File: config.mk
export PLATFORM = sky130hd
export DESIGN_NAME = count_seq_ctrl
export DESIGN_NICKNAME = d
export VERILOG_FILES = /design/src/rtl/count_seq_ctrl.sv
export SDC_FILE = /design/constraint.sdc
export NUM_CORES = 1
export LEC_CHECK = 0
export ABC_AREA = 1
export CAP_MARGIN = 40
export CORE_AREA = 2 2 62 64
export DETAILED_ROUTE_END_ITERATION = 12
export DIE_AREA = 0 0 64 66
export GPL_TIMING_DRIVEN = 0
export RECOVER_POWER = 25
export SYNTH_ARGS = -nofsm -noshare
export SYNTH_HDL_FRONTEND = slang
export SYNTH_SLANG_ARGS = --single-unit
export TNS_END_PERCENT = 100
File: constraint.sdc
create_clock -name clk -period 1.6 [get_ports clk]
set_clock_uncertainty 0.2 [all_clocks]
set_input_delay 0.16 -clock clk [delete_from_list [all_inputs] [get_ports clk]]
set_output_delay 0.16 -clock clk [all_outputs]
set_load 0.05 [all_outputs]
File: src/rtl/count_seq_ctrl.sv
// count_seq_ctrl: sequences an external CNT_W-bit up-counter through lo..hi
// sweeps for a programmed number of passes. It supports pause, abort and a
// start/done handshake. Every output except cnt_en is registered; cnt_en is
// combinational so that the counter stops on the same cycle as stop/pause/hi.
module count_seq_ctrl #(
  parameter int CNT_W  = 3,
  parameter int PASS_W = 4
) (
  input  logic              clk,
  input  logic              rst,
  input  logic              start,
  input  logic              stop,
  input  logic              pause,
  input  logic [CNT_W-1:0]  lo,
  input  logic [CNT_W-1:0]  hi,
  input  logic [PASS_W-1:0] passes,
  input  logic [CNT_W-1:0]  count,
  output logic              cnt_en,
  output logic              cnt_load,
  output logic [CNT_W-1:0]  cnt_load_val,
  output logic              busy,
  output logic              done,
  output logic              aborted,
  output logic              err,
  output logic [PASS_W-1:0] pass_cnt
);

  typedef enum logic [2:0] {
    S_IDLE  = 3'd0,
    S_LOAD  = 3'd1,
    S_RUN   = 3'd2,
    S_PAUSE = 3'd3,
    S_DONE  = 3'd4
  } state_t;

  localparam logic [PASS_W-1:0] PASS_ZERO = {PASS_W{1'b0}};
  localparam logic [PASS_W-1:0] PASS_ONE  = PASS_W'(1);
  localparam logic [PASS_W-1:0] PASS_MAX  = {PASS_W{1'b1}};

  state_t              state_q, state_d;
  logic [CNT_W-1:0]    lo_q, lo_d;
  logic [CNT_W-1:0]    hi_q, hi_d;
  logic [PASS_W-1:0]   passes_q, passes_d;
  logic [PASS_W-1:0]   pass_cnt_q, pass_cnt_d;
  logic [PASS_W-1:0]   pass_inc_s;
  logic                aborted_q, aborted_d;
  logic                err_q, err_d;
  logic                busy_q, busy_d;
  logic                done_q, done_d;
  logic                cnt_load_q, cnt_load_d;

  // Saturating increment of the completed-pass counter.
  assign pass_inc_s = (pass_cnt_q == PASS_MAX) ? PASS_MAX : (pass_cnt_q + PASS_ONE);

  // Counter enable: only while sweeping, not stopped or paused, and short of hi.
  assign cnt_en = (state_q == S_RUN) && !stop && !pause && (count != hi_q);

  // Next-state and next-output computation for the sequencer.
  always_comb begin
    state_d    = state_q;
    lo_d       = lo_q;
    hi_d       = hi_q;
    passes_d   = passes_q;
    pass_cnt_d = pass_cnt_q;
    aborted_d  = aborted_q;
    err_d      = 1'b0;
    case (state_q)
      S_IDLE: begin
        if (start) begin
          if (lo <= hi) begin
            lo_d       = lo;
            hi_d       = hi;
            passes_d   = (passes == PASS_ZERO) ? PASS_ONE : passes;
            pass_cnt_d = PASS_ZERO;
            aborted_d  = 1'b0;
            state_d    = S_LOAD;
          end else begin
            err_d = 1'b1;
          end
        end else begin
          state_d = S_IDLE;
        end
      end
      S_LOAD: begin
        state_d = S_RUN;
      end
      S_RUN: begin
        if (stop) begin
          aborted_d = 1'b1;
          state_d   = S_DONE;
        end else if (pause) begin
          state_d = S_PAUSE;
        end else if (count == hi_q) begin
          pass_cnt_d = pass_inc_s;
          state_d    = (pass_inc_s == passes_q) ? S_DONE : S_LOAD;
        end else begin
          state_d = S_RUN;
        end
      end
      S_PAUSE: begin
        if (stop) begin
          aborted_d = 1'b1;
          state_d   = S_DONE;
        end else if (!pause) begin
          state_d = S_RUN;
        end else begin
          state_d = S_PAUSE;
        end
      end
      S_DONE: begin
        state_d = S_IDLE;
      end
      default: begin
        state_d = S_IDLE;
      end
    endcase

    // Outputs are decoded from the next state so they register in step with it.
    busy_d     = (state_d == S_LOAD) || (state_d == S_RUN) || (state_d == S_PAUSE);
    done_d     = (state_d == S_DONE);
    cnt_load_d = (state_d == S_LOAD);
  end

  // State, captured sweep parameters and registered outputs.
  always_ff @(posedge clk) begin
    if (rst) begin
      state_q    <= S_IDLE;
      lo_q       <= {CNT_W{1'b0}};
      hi_q       <= {CNT_W{1'b0}};
      passes_q   <= PASS_ZERO;
      pass_cnt_q <= PASS_ZERO;
      aborted_q  <= 1'b0;
      err_q      <= 1'b0;
      busy_q     <= 1'b0;
      done_q     <= 1'b0;
      cnt_load_q <= 1'b0;
    end else begin
      state_q    <= state_d;
      lo_q       <= lo_d;
      hi_q       <= hi_d;
      passes_q   <= passes_d;
      pass_cnt_q <= pass_cnt_d;
      aborted_q  <= aborted_d;
      err_q      <= err_d;
      busy_q     <= busy_d;
      done_q     <= done_d;
      cnt_load_q <= cnt_load_d;
    end
  end

  assign cnt_load     = cnt_load_q;
  assign cnt_load_val = lo_q;
  assign busy         = busy_q;
  assign done         = done_q;
  assign aborted      = aborted_q;
  assign err          = err_q;
  assign pass_cnt     = pass_cnt_q;

endmodule
==> out/results.ini <==
[run_status]
status = finished with violations
violations = setup timing

[routing]
vias_per_cell = 4.61
via_count = 1194
drt_iter0_drc = 36
drc = 0
wirelength_um = 3020
first_pass_iters = 4
drtAntennaViolNets = 0
wl_per_cell_um = 11.7

[clock_network]
h-tree-depth = 1
clk_pin_slew_ns = 0.13
cts_sinks = 22
cts_inserted_buffers = 3
cts_tree = yes
clock_latency_ns = 0.31
root_buffer = clkbuf_4
cts_buffer_depth = 2

[sta]
final_max_slew_viol_count = 0
setup_ws_ns = -0.141
tightest_slew_ns = 0.500
slew_headroom = 0.668
fmax_ghz = 0.575
min_period_ns = 1.74
finalCritPeriodShare = 1.09
rsz0062_at_grt = yes
setup_viol_count_final = 4
hold_violations = 0

[synth]
synth_top_cell_area_share = 0.372
avgSynthCellArea_sq_um = 7.13
yosys_warnings = 0
synth_common_cells = 38 x nand2_1, 22 x dfxtp_1, 20 x nor2_1
async_flop_share = 0
yosysTopAreaCell = dfxtp_1
synth_nets = 188
yosysSeqAreaShare = 0.372
netlist_instances = 166
synth_most_common_cell = nand2_1
synth.area.top_cells = dfxtp_1 37%, nand2_1 12%, nor2_1 6.3%, a21oi_1 5.1%, inv_1 4.8%
ys_types = 27
synth_edf_count = 0
syn_area_sq_mm = 0.00118
synth_ff_type = dfxtp_1
synth_seq_cells = 22

[worst_hold_path]
hp-class = input pin to flop
min-delay-start = hi[1]
min_to = hi_q[1]
hold_depth = 3

[setup_path]
rrSetupSlack_ns = -0.01
crit_path_end_kind = output pin
crit_path_max_incr_delay_ns = 0.37
arrival_ns = 1.38
crit_fanout = 3
crit_top_cell = inv_2
crit_required_ns = 1.24
critPathSlowestCell = dfxtp_2
worstRegToRegCells = 11
crit_type = flop to output pin
cp-start-kind = flop
r2r_end = cnt_load
path_cells = inv_2 -> nor2_4 -> nand2_4 -> inv_4 -> nand2_2 -> inv_2 -> nand3_2 -> inv_2 -> buf_8
worstReg2RegStart = pass_cnt[0]

[placement]
routabilityCongestion = 0.812
dpl_cell_area_sq_mm = 0.00156
hpwl_um = 2020
dp_slack_ns = -0.756
io_buffers = 29

[power]
power_leakage_nw = 0.802
peakVddDrop_mv = 0.361
power_density_mw_per_mm2 = 903

[floorplan]
die_w_um = 64
core_sq_mm = 0.00355
start_util = 0.333
io_pins = 31
row_count = 22
die_area_sq_mm = 0.00422
die_y_um = 66

[global_routing]
grt_max_degree = 13
antenna_found_initial = 0
gr-usage-all-layers = 0.147
overflow = 0
grt_first_pass_wirelength_um = 4840
grt_pass1_vias = 1099

[cells_and_area]
fillers = 345
syn_to_final_growth_pct = 52.4
nets = 234
diodes = 0
final_layout_size_suffix_gt1_frac = 0.355
finalInstanceArea_sq_mm = 0.00180

[run]
drv_cap = 0

## worst max path at each step
stage	startpoint	endpoint
6_report	state_q[1]	cnt_en
5_1_grt	state_q[1]	cnt_en
4_1_cts	state_q[1]	cnt_en
3_5_place_dp	count[1]	cnt_en
3_3_place_gp	count[1]	cnt_en
2_1_floorplan	pass_cnt[0]	cnt_load
## cells by family (layout without fill, tap and decap cells)
group,after synthesis,in the layout,synth area share
AND/OR/NAND/NOR,84,84,0.333
AO/OA/AOI/OAI,28,28,0.135
buffers and inverters,24,69,0.0877
flip-flops,22,22,0.372
adder cells (fa/ha/maj),4,4,0.0423
XOR/XNOR,4,4,0.0296
## metrics by stage
stage	hold WS, ns	setup TNS (ns)	cells	power [W]	util
global placement	0.257	-9.10	243	0.00122	0.440
global route	0.0329	-0.808	259	0.00173	0.508
floorplan	0.102	0	166	0.00106	-
detailed placement	0.263	-9.57	243	0.00122	0.440
CTS	0.0421	-0.193	253	0.00158	0.482
finish	0.0497	-0.184	259	0.00163	0.508
## critical path: cells and delay by family, from the launching register on
| kind | cells | cell delay [ns] |
|---|---|---|
| buffers and inverters | 5 | 0.39 |
| and+or+nand+nor | 4 | 0.30 |
| DFF | 1 | 0.37 |
## layout make-up
type,count,area (sq um),share of cell area
Timing Repair Buffer,41,364,0.202
Multi-Input combinational cell,120,773,0.429
Buffer,4,35.0,0.0194
Clock buffer,4,36.3,0.0201
Tap cell,48,60.1,0.0333
Sequential cell,22,455,0.252
Inverter,20,80.1,0.0444
## per-layer routing
metal / part of all wire / up-vias / routed length, um / GRT usage
li1: - / 624 / - / -
met1: 0.44 / 536 / 1320 / 0.171
met2: 0.50 / 32 / 1520 / 0.264
met3: 0.052 / 2 / 156 / 0.0324
met4: 0.0070 / 0 / 21 / 0.0516
met5: 0 / - / 0 / 0
## state kept, by name (all words and copies together) (netlist names)
name	count
cnt_load_val	3
err	1
hi_q	3
state_q	3
passes_q	4
aborted	1
busy	1
cnt_load	1
done	1
pass_cnt	4
## cells in the final DEF, fill, tap and decap left out, types with 3 or more instances in the layout
cell type,netlist,routed
nand2_2,3,6
a21oi_2,1,3
dfxtp_2,0,6
nor2_1,20,18
o21ai_2,0,3
a21oi_1,12,10
nor2_2,3,5
clkbuf_4,0,4
dlygate4sd2_1,0,10
clkdlybuf4s15_1,0,3
inv_1,15,11
o21ai_0,8,4
buf_4,1,10
clkdlybuf4s50_1,0,12
inv_2,4,6
nand3_2,3,6
ha_4,0,3
nand2_1,38,33
o21ai_1,5,6
xnor2_2,0,3
nand3_1,9,5
dfxtp_1,22,14
## timing repair
| item | CTS | global route |
|---|---|---|
| hold buffers | 1 | 0 |
| setup endpoints to repair | 30 | 22 |
| cloned | 1 | 0 |
| gates resized for setup | 51 | 23 |
| pin swaps | 5 | 8 |
| setup buffers | 4 | 6 |
| hold endpoints to repair | 8 | 0 |
## where the power goes
group	leakage [nW]	internal [W]	total [W]	switching (W)
registers	0.184	0.000612	0.000664	0.0000524
logic	0.596	0.000256	0.000644	0.000389
clock network	0.0210	0.000139	0.000320	0.000181
No activity file was read; power rests on OpenSTA's default activity.
